[src/rtl/imem_arbiter_pkg.sv]
`default_nettype none
// +--------------------------------------------------------------------+
// | Package : imem_arb_pkg                                             |
// | Desc    : Shared types, widths and helpers for the imem arbiter.   |
// | Rev     : 1.0  initial release                                     |
// +--------------------------------------------------------------------+
package imem_arb_pkg;

  localparam int AW        = 6;   // imem word-address width (64 words)
  localparam int DW        = 32;  // instruction width
  localparam int MAX_BURST = 8;   // longest debug burst in words
  localparam int CNT_W     = 16;  // conflict counter width
  localparam int LEN_W     = 4;   // burst length field width

  localparam logic [LEN_W-1:0] MAX_LEN = LEN_W'(MAX_BURST);
  localparam logic [LEN_W-1:0] ONE_LEN = LEN_W'(1);

  typedef enum logic [0:0] {
    IDLE  = 1'b0,
    BURST = 1'b1
  } state_e;

  typedef enum logic [0:0] {
    REQ_F = 1'b0,
    REQ_D = 1'b1
  } req_e;

  // Zero-length requests become one beat; oversize requests are clamped.
  function automatic logic [LEN_W-1:0] clamp_len(input logic [LEN_W-1:0] len);
    logic [LEN_W-1:0] res;
    res = len;
    if (len == '0) begin
      res = ONE_LEN;
    end else if (len > MAX_LEN) begin
      res = MAX_LEN;
    end
    return res;
  endfunction

endpackage : imem_arb_pkg
`default_nettype wire

[src/rtl/imem_arbiter_if.sv]
`default_nettype none
// +--------------------------------------------------------------------+
// | Interface : imem_arbiter_if                                        |
// | Desc      : Fetch, debug and imem-port signals of the arbiter.     |
// | Rev       : 1.0  initial release                                   |
// +--------------------------------------------------------------------+
interface imem_arbiter_if
  import imem_arb_pkg::*;
  ();

  // fetch requester
  logic              f_req;
  logic [AW-1:0]     f_addr;
  logic              f_gnt;
  logic              f_rvalid;
  logic [DW-1:0]     f_rdata;

  // debug / loader requester
  logic              d_req;
  logic [AW-1:0]     d_addr;
  logic [LEN_W-1:0]  d_len;
  logic              d_gnt;
  logic              d_rvalid;
  logic [DW-1:0]     d_rdata;
  logic              d_done;

  // shared imem read port
  logic [AW-1:0]     imem_a;
  logic [DW-1:0]     imem_rd;

  // observability
  logic [CNT_W-1:0]  conflict_cnt;

  // Arbiter side
  modport slave (
    input  f_req, f_addr, d_req, d_addr, d_len, imem_rd,
    output f_gnt, f_rvalid, f_rdata,
    output d_gnt, d_rvalid, d_rdata, d_done,
    output imem_a, conflict_cnt
  );

  // Requester / memory side
  modport master (
    output f_req, f_addr, d_req, d_addr, d_len, imem_rd,
    input  f_gnt, f_rvalid, f_rdata,
    input  d_gnt, d_rvalid, d_rdata, d_done,
    input  imem_a, conflict_cnt
  );

endinterface : imem_arbiter_if
`default_nettype wire

[src/rtl/imem_rr_arb2.sv]
`default_nettype none
// +--------------------------------------------------------------------+
// | Module : imem_rr_arb2                                              |
// | Desc   : Two-input round-robin picker. On a tie the requester that |
// |          did not win last time is granted.                         |
// | Rev    : 1.0  initial release                                      |
// +--------------------------------------------------------------------+
module imem_rr_arb2
  import imem_arb_pkg::*;
(
  input  logic req_f,
  input  logic req_d,
  input  req_e last_winner,
  output logic gnt_f,
  output logic gnt_d,
  output req_e winner
);

  // Pick one requester; winner reflects this cycle's grant or holds history.
  always_comb begin
    gnt_f  = 1'b0;
    gnt_d  = 1'b0;
    winner = last_winner;
    if (req_f && req_d) begin
      if (last_winner == REQ_D) begin
        gnt_f = 1'b1;
      end else begin
        gnt_d = 1'b1;
      end
    end else if (req_f) begin
      gnt_f = 1'b1;
    end else if (req_d) begin
      gnt_d = 1'b1;
    end
    if (gnt_f) begin
      winner = REQ_F;
    end else if (gnt_d) begin
      winner = REQ_D;
    end
  end

endmodule : imem_rr_arb2
`default_nettype wire

[src/rtl/imem_arbiter.sv]
`default_nettype none
// +--------------------------------------------------------------------+
// | Module : imem_arbiter                                              |
// | Desc   : Shares the combinational imem read port between the CPU   |
// |          fetch path (single beats) and the debug path (bursts),    |
// |          with registered responses and a saturating conflict count.|
// | Rev    : 1.0  initial release                                      |
// +--------------------------------------------------------------------+
module imem_arbiter
  import imem_arb_pkg::*;
(
  input  logic            clk,
  input  logic            reset,
  imem_arbiter_if.slave   bus
);

  state_e            r_state;
  state_e            w_state_nxt;
  req_e              r_last_winner;
  req_e              w_last_winner_nxt;
  logic [AW-1:0]     r_base;
  logic [AW-1:0]     w_base_nxt;
  logic [LEN_W-1:0]  r_len;
  logic [LEN_W-1:0]  w_len_nxt;
  logic [LEN_W-1:0]  r_beat;
  logic [LEN_W-1:0]  w_beat_nxt;

  logic              r_f_rvalid;
  logic [DW-1:0]     r_f_rdata;
  logic              r_d_rvalid;
  logic [DW-1:0]     r_d_rdata;
  logic              r_d_done;
  logic [CNT_W-1:0]  r_conflict_cnt;

  logic              w_f_gnt;
  logic              w_d_gnt;
  logic [AW-1:0]     w_imem_a;
  logic              w_f_issue;
  logic              w_d_issue;
  logic              w_d_last;
  logic              w_conflict;

  logic              w_idle;
  logic              w_arb_gnt_f;
  logic              w_arb_gnt_d;
  req_e              w_arb_winner;
  logic [LEN_W-1:0]  w_req_len;
  logic [AW-1:0]     w_burst_addr;

  assign w_idle       = (r_state == IDLE);
  assign w_req_len    = clamp_len(bus.d_len);
  // Address arithmetic is AW bits wide so bursts wrap from 63 back to 0.
  assign w_burst_addr = r_base + {{(AW-LEN_W){1'b0}}, r_beat};

  // Arbitration only matters in IDLE; BURST requests are simply held off.
  imem_rr_arb2 u_rr_arb (
    .req_f       (bus.f_req & w_idle),
    .req_d       (bus.d_req & w_idle),
    .last_winner (r_last_winner),
    .gnt_f       (w_arb_gnt_f),
    .gnt_d       (w_arb_gnt_d),
    .winner      (w_arb_winner)
  );

  // Next-state, grants, imem address and beat issue decode.
  always_comb begin
    w_state_nxt       = r_state;
    w_last_winner_nxt = r_last_winner;
    w_base_nxt        = r_base;
    w_len_nxt         = r_len;
    w_beat_nxt        = r_beat;
    w_f_gnt           = 1'b0;
    w_d_gnt           = 1'b0;
    w_imem_a          = '0;
    w_f_issue         = 1'b0;
    w_d_issue         = 1'b0;
    w_d_last          = 1'b0;
    w_conflict        = 1'b0;
    // Combinational outputs stay quiet while reset is held.
    if (!reset) begin
      unique case (r_state)
        IDLE: begin
          w_conflict        = bus.f_req && bus.d_req;
          w_last_winner_nxt = w_arb_winner;
          if (w_arb_gnt_f) begin
            w_f_gnt   = 1'b1;
            w_imem_a  = bus.f_addr;
            w_f_issue = 1'b1;
          end else if (w_arb_gnt_d) begin
            w_d_gnt    = 1'b1;
            w_imem_a   = bus.d_addr;
            w_d_issue  = 1'b1;
            w_base_nxt = bus.d_addr;
            w_len_nxt  = w_req_len;
            if (w_req_len == ONE_LEN) begin
              w_d_last   = 1'b1;
              w_beat_nxt = '0;
            end else begin
              w_state_nxt = BURST;
              w_beat_nxt  = ONE_LEN;
            end
          end
        end
        BURST: begin
          w_imem_a  = w_burst_addr;
          w_d_issue = 1'b1;
          if (r_beat == (r_len - ONE_LEN)) begin
            w_d_last    = 1'b1;
            w_beat_nxt  = '0;
            w_state_nxt = IDLE;
          end else begin
            w_beat_nxt = r_beat + ONE_LEN;
          end
        end
        default: begin
          w_state_nxt = IDLE;
        end
      endcase
    end
  end

  // FSM and burst bookkeeping registers.
  always_ff @(posedge clk or posedge reset) begin
    if (reset) begin
      r_state       <= IDLE;
      r_last_winner <= REQ_D;
      r_base        <= '0;
      r_len         <= '0;
      r_beat        <= '0;
    end else begin
      r_state       <= w_state_nxt;
      r_last_winner <= w_last_winner_nxt;
      r_base        <= w_base_nxt;
      r_len         <= w_len_nxt;
      r_beat        <= w_beat_nxt;
    end
  end

  // Read responses: data sampled at the issue edge, valid one cycle later.
  always_ff @(posedge clk or posedge reset) begin
    if (reset) begin
      r_f_rvalid <= 1'b0;
      r_f_rdata  <= '0;
      r_d_rvalid <= 1'b0;
      r_d_rdata  <= '0;
      r_d_done   <= 1'b0;
    end else begin
      r_f_rvalid <= w_f_issue;
      r_d_rvalid <= w_d_issue;
      r_d_done   <= w_d_last;
      if (w_f_issue) begin
        r_f_rdata <= bus.imem_rd;
      end
      if (w_d_issue) begin
        r_d_rdata <= bus.imem_rd;
      end
    end
  end

  // Saturating count of IDLE cycles where both requesters competed.
  always_ff @(posedge clk or posedge reset) begin
    if (reset) begin
      r_conflict_cnt <= '0;
    end else if (w_conflict && (r_conflict_cnt != {CNT_W{1'b1}})) begin
      r_conflict_cnt <= r_conflict_cnt + CNT_W'(1);
    end
  end

  assign bus.f_gnt        = w_f_gnt;
  assign bus.d_gnt        = w_d_gnt;
  assign bus.imem_a       = w_imem_a;
  assign bus.f_rvalid     = r_f_rvalid;
  assign bus.f_rdata      = r_f_rdata;
  assign bus.d_rvalid     = r_d_rvalid;
  assign bus.d_rdata      = r_d_rdata;
  assign bus.d_done       = r_d_done;
  assign bus.conflict_cnt = r_conflict_cnt;

endmodule : imem_arbiter
`default_nettype wire

[src/flat_wrapper.sv]
// flat-port wrapper written by rule: the top's interface ports become plain ports
module imem_arbiter_flat import imem_arb_pkg::*;
  (clk, reset, bus_f_req, bus_f_addr, bus_d_req, bus_d_addr, bus_d_len, bus_imem_rd, bus_f_gnt, bus_f_rvalid, bus_f_rdata, bus_d_gnt, bus_d_rvalid, bus_d_rdata, bus_d_done, bus_imem_a, bus_conflict_cnt);
  imem_arbiter_if bus_i ();
  input  logic clk;
  input  logic reset;
  input wire logic [$bits(bus_i.f_req)-1:0] bus_f_req;
  input wire logic [$bits(bus_i.f_addr)-1:0] bus_f_addr;
  input wire logic [$bits(bus_i.d_req)-1:0] bus_d_req;
  input wire logic [$bits(bus_i.d_addr)-1:0] bus_d_addr;
  input wire logic [$bits(bus_i.d_len)-1:0] bus_d_len;
  input wire logic [$bits(bus_i.imem_rd)-1:0] bus_imem_rd;
  output wire logic [$bits(bus_i.f_gnt)-1:0] bus_f_gnt;
  output wire logic [$bits(bus_i.f_rvalid)-1:0] bus_f_rvalid;
  output wire logic [$bits(bus_i.f_rdata)-1:0] bus_f_rdata;
  output wire logic [$bits(bus_i.d_gnt)-1:0] bus_d_gnt;
  output wire logic [$bits(bus_i.d_rvalid)-1:0] bus_d_rvalid;
  output wire logic [$bits(bus_i.d_rdata)-1:0] bus_d_rdata;
  output wire logic [$bits(bus_i.d_done)-1:0] bus_d_done;
  output wire logic [$bits(bus_i.imem_a)-1:0] bus_imem_a;
  output wire logic [$bits(bus_i.conflict_cnt)-1:0] bus_conflict_cnt;
  assign bus_i.f_req = bus_f_req;
  assign bus_i.f_addr = bus_f_addr;
  assign bus_i.d_req = bus_d_req;
  assign bus_i.d_addr = bus_d_addr;
  assign bus_i.d_len = bus_d_len;
  assign bus_i.imem_rd = bus_imem_rd;
  assign bus_f_gnt = bus_i.f_gnt;
  assign bus_f_rvalid = bus_i.f_rvalid;
  assign bus_f_rdata = bus_i.f_rdata;
  assign bus_d_gnt = bus_i.d_gnt;
  assign bus_d_rvalid = bus_i.d_rvalid;
  assign bus_d_rdata = bus_i.d_rdata;
  assign bus_d_done = bus_i.d_done;
  assign bus_imem_a = bus_i.imem_a;
  assign bus_conflict_cnt = bus_i.conflict_cnt;
  imem_arbiter u_core (.clk(clk), .reset(reset), .bus(bus_i));
endmodule
[config.mk]
export PLATFORM = sky130hd
export DESIGN_NAME = imem_arbiter_flat
export DESIGN_NICKNAME = d
export VERILOG_FILES = /design/src/rtl/imem_arbiter_pkg.sv /design/src/rtl/imem_arbiter_if.sv /design/src/rtl/imem_rr_arb2.sv /design/src/rtl/imem_arbiter.sv /design/src/flat_wrapper.sv
export SDC_FILE = /design/constraint.sdc
export NUM_CORES = 1
export LEC_CHECK = 0
export BUFFER_PORTS_ARGS = -buffer_cell sky130_fd_sc_hd__buf_2
export CAP_MARGIN = 20
export CORE_MARGIN = 2
export CORE_UTILIZATION = 55
export DETAILED_ROUTE_END_ITERATION = 6
export HOLD_SLACK_MARGIN = 0.15
export PLACE_DENSITY = 0.95
export RECOVER_POWER = 50
export SETUP_SLACK_MARGIN = 0.2
export SLEW_MARGIN = 0
export SYNTH_ARGS = -nofsm -noshare
export SYNTH_HDL_FRONTEND = slang
export SYNTH_HIERARCHICAL = 1
export SYNTH_SLANG_ARGS = --single-unit
[constraint.sdc]
create_clock -name clk -period 9.3 [get_ports clk]
set_input_delay 0.93 -clock clk [delete_from_list [all_inputs] [get_ports clk]]
set_output_delay 0.93 -clock clk [all_outputs]
set_load 0.05 [all_outputs]
# Word level (Yosys, flattened, before mapping)
# Index checks and enable logic that the tools add are counted.
[classes]
addsub = 4
order_cmp = 1
eq_ne = 5
mux = 42
bitwise_logic = 5
reduce_logical = 8
[ops]
columns = ["operator", "count"]
rows = [
  ["two-way mux 1 bit", 29],
  ["two-way mux 4 bit", 5],
  ["two-way mux 6 bit", 3],
  ["adder 16 x 1 -> 16 bit (second input constant)", 1],
  ["!= test 16 bit (second input constant)", 1],
  ["one-hot mux 6 bit (2 select lines)", 1],
  ["one-hot mux 4 bit (2 select lines)", 1],
  ["adder 6 x 4 -> 6 bit", 1],
  ["one-hot mux 1 bit (2 select lines)", 3],
  ["AND reduction 3 bit", 2],
  ["adder 4 x 1 -> 4 bit (second input constant)", 1],
  ["equality test 4 x 1 -> 1 bit (second input constant)", 1],
  ["equality test 4 bit", 1],
  ["greater-than comparator 4 bit (second input constant)", 1],
  ["zero test 4 bit", 1],
  ["!= test 2 bit (second input constant)", 2],
  ["AND reduction 4 bit", 1],
  ["subtractor 4 x 1 -> 4 bit (second input constant)", 1],
  ["logical AND 1 bit", 3],
  ["inverter 1 bit", 3],
  ["bitwise AND 1 bit", 2],
  ["nonzero test 2 bit", 1],
]
[totals]
regBits = 99
input_bits = 52
output_inout_bits = 91
wordCells = 76

# Logic depth before layout (Yosys ltp)
[depth]
word_depth = 9
ltp_mapped = 10
ltp_nobuf = 8

# Modules after synthesis
# The synthesis kept the hierarchy.
[by_module_without_submodules]
columns = ["mod", "n_inst", "cells_per_inst", "area_each_um2"]
rows = [
  ["imem_arbiter", 1, 401, 4418.0],
  ["imem_rr_arb2", 1, 5, 27.5],
]

# Worst setup path before layout
# OpenSTA, ideal clock, no wires.
[synth_path]
path_kind = "input to register"
start = "in reset"
end = "reg u_core.r_beat[2]"
arrival_ps = 4068
required_ps = 9176
path_slack_ps = 5108
stages = 5
path_buffers = 2
path_cell_list = "buf_4 > inv_1 > o21ai_1 > buf_2 > a211o_1"
[synth_via]
elab_chain_len = 2
[synth_lines]
columns = ["element", "line", "text"]
rows = [
  ["start, declared", "flat_wrapper.sv:6", "input logic reset;"],
  ["inverter 1 bit (no source line)", "-", ""],
  ["AND reduction 3 bit (no source line)", "-", ""],
  ["end signal, assigned", "imem_arbiter.sv:135", "r_beat <= w_beat_nxt;"],
  ["end, declared", "imem_arbiter.sv:25", "logic [LEN_W-1:0] r_beat;"],
]
# Every way passes these cells.
# A chain may end at the register's enable or synchronous reset.

==> impl_metrics.toml <==
[critical_path]
start_kind = "input pin"
rr_startpoint = "u_core/r_state$_DFFE_PP0N_"
critPathRequiredTime_ns = 8.96
cp.arrival_ns = 4.79
end_kind = "asynchronous set/reset pin"
reg2reg_slack_ns = 4.85
path_max_fanout = 67
critical_path_class = "input pin to asynchronous set/reset pin"
r2r_end = "u_core/r_beat[0]$_DFFE_PP0P_"
reg2reg_depth = 6

[sta]
timing.fmax_mhz = 194.9
finClkSkew_ns = 0.01376
fin_crit_ns = 5.131
setup_tns_ns = 0
rsz0062_at_grt = "no"
setup_slack_ns = 4.169
final_hold_viol_count = 0
period_share = 0.5518
maxSlewViolCount = 103
relSlewSlack = -1.361
worst_pin_slew_ns = 3.542
setup_viol_count_final = 0
holdWs_ns = 0.4770

[synthesis]
syn_avg_cell_area_sq_um = 10.95
synth_compound_area_frac = 0.05854
synth_ff_type = "dfrtp_1"
synth-warning-count = 6
synth-seq-area-share = 0.5576
synth_fp_nets = 466
synth_fa_ha_area_frac = 0.02420
synthSimpleGateAreaFrac = 0.1846
async_flop_share = 1.000
synthXorXnorAreaFrac = 0.04334
ys_ff_latch = 99
syn_inst = 406
ys_types = 53
synthMuxAreaShare = 0.1022
synth_edf_count = 0
syn_area_sq_um = 4446
synth_top_family_by_area = "simple AND/OR/NAND/NOR gates"

[clock_network]
post_cts_buffers = 0
ctsHtreeMaxLevel = 3
clockBufferDepth = 2
clock-sinks = 99
clkTransAtPathRegs_ns = 0.09
clk-insertion-delay-late_ns = 0.36
cts_tree = "yes"
root_buffer = "clkbuf_8"
cts_hold_buf = 0
cts_resized = 0
cts_made_buffers = 9

[placement]
dp_cells = 636
dp_slack_ns = 4.701
io_buffers = 142
dpl.hpwl_um = 7393
gp_congestion = 0.8309

[detailed_routing]
drt_wl_total_um = 10160
route.detailed.drc = 0
firstDrtPassIters = 4
dr.first_iter.drc_count = 176
vias_per_cell = 5.330
vias = 3470
wire_per_inst_um = 15.61
ant_nets = 0

[cells_and_area]
fin_nets = 605
final_util = 0.6815
diodes = 0
area_delta_synth_final_pct = 19.08
drive_gt1_frac = 0.2295
layout.cells.non_filler = 651

[floorplan]
num_io_pins = 143
die_y_um = 93.91
die-area_sq_um = 8818
initial_utilization = 0.5723
num_rows = 32
die_width_um = 93.91
fp.coreArea_sq_um = 7767

[global_routing]
grt_pass1_wl_um = 16400
grt_max_degree = 68
overflow = 0
antenna_found_initial = 0
track_usage = 0.2371
grt_pass1_vias = 3483

[power_and_ir_drop]
peakVddDrop_mv = 0.2487
power.density_nw_per_um2 = 408.7
leakagePower_nw = 2.531

[hold_path]
min_from = "u_core/bus.d_rdata[4]$_DFFE_PP0P_"
hold_class = "flop to flop"
hold_path_end = "u_core/bus.d_rdata[4]$_DFFE_PP0P_"
min_path_cells = 2

[status]
status = "finished, violations left"
violations = "max-capacitance violations, max-slew violations"

[run]
max_cap_viol_count = 2
==> cell type report <==
cell class                 instances  area [sq um]
sequential                        99          2479
fill                             624          2474
multi-input combinational        279          1826
timing repair buffer             144         619.3
tap                              102         127.6
clock buffer                       9         123.9
clock inverter                     6         72.57
inverter                          12         46.29
==> synthesized netlist by cell type, drive strengths merged (4+ instances only) <==
library cell,instances,share of area
nand3b,6,0.010
nand4,7,0.015
dfrtp,98,0.55
buf,13,0.017
nand2,112,0.096
inv,11,0.0093
nor3,6,0.0090
nand3,9,0.013
nor2,14,0.012
xor2,9,0.018
xnor2,13,0.026
mux2,40,0.10
a21oi,11,0.012
a211oi,4,0.0068
ha,7,0.020
o21ai,6,0.0068
==> registers in the layout (all words and copies together), names as in the netlist <==
| register | count |
|---|---|
| u_core/r_beat | 4 |
| u_core/bus.conflict_cnt | 16 |
| u_core/bus.d_rdata | 32 |
| u_core/bus.d_done | 1 |
| u_core/bus.d_rvalid | 1 |
| u_core/bus.f_rvalid | 1 |
| u_core/r_state | 1 |
| u_core/r_len | 4 |
| u_core/r_base | 6 |
| u_core/r_last_winner | 1 |
| u_core/bus.f_rdata | 32 |
==> placed cells by master, fill, tap and decap left out, drive strengths merged, types with 4 or more instances in the layout <==
cell type and count:
nand2 112, dfrtp 98, clkbuf 92, buf 61, mux2 40, nor2 14
xnor2 13, inv 12, a21oi 11, xor2 9, nand3 9, ha 7
nand4 7, nand3b 6, o21ai 6, nor3 6, a211oi 4
==> worst max-delay path by stage <==
| stage | from | end | slack, ns | cells after the start |
|---|---|---|---|---|
| after floorplan | reset | u_core/r_beat[2]$_DFFE_PP0P_ | 5.11 | 5 |
| final | reset | u_core/r_len[1]$_DFFE_PP0P_ | 4.17 | 3 |
| after global placement | bus_f_req | u_core/r_beat[0]$_DFFE_PP0P_ | 4.95 | 7 |
| after CTS | u_core/r_state$_DFFE_PP0N_ | u_core/r_beat[0]$_DFFE_PP0P_ | 4.93 | 6 |
| after detailed placement | bus_f_req | u_core/r_beat[0]$_DFFE_PP0P_ | 4.70 | 7 |
| after global routing | reset | u_core/r_len[1]$_DFFE_PP0P_ | 3.18 | 3 |
==> power by group <==
| part | switching, W | total (W) | internal, W |
|---|---|---|---|
| Clock | 0.000148 | 0.000274 | 0.000126 |
| Combinational | 0.000871 | 0.00115 | 0.000275 |
| Sequential | 0.000131 | 0.000744 | 0.000612 |
| Total | 0.00115 | 0.00216 | 0.00101 |
==> cell families (layout without fill, tap and decap cells) <==
| logic type | after synthesis | in the layout |
|---|---|---|
| simple gates | 171 | 171 |
| xor+xnor | 22 | 22 |
| mux | 40 | 40 |
| compound gates | 38 | 38 |
| buf+inv | 28 | 171 |
| flops | 99 | 99 |
| fa+ha+maj | 8 | 8 |
==> stage by stage <==
step	total power (W)	cell area [sq um]
6_report	0.002164	5294
5_1_grt	0.002283	5294
4_1_cts	0.002220	5423
3_5_place_dp	0.001942	5226
3_3_place_gp	0.001893	5226
2_1_floorplan	0.001659	4446
==> critical path, cell delays in order <==
cell        delay [ns]
clkbuf_1          0.26
clkinvlp_2        0.99
clkbuf_1          2.56
==> layer usage <==
layer,routed length (um),global-route usage,vias up
li1,-,-,1644
met1,4271,0.2945,1704
met2,5233,0.4149,116
met3,599,0.05457,6
met4,57,0.06763,0
met5,0,0,-
No activity file was read; power rests on OpenSTA's default activity.
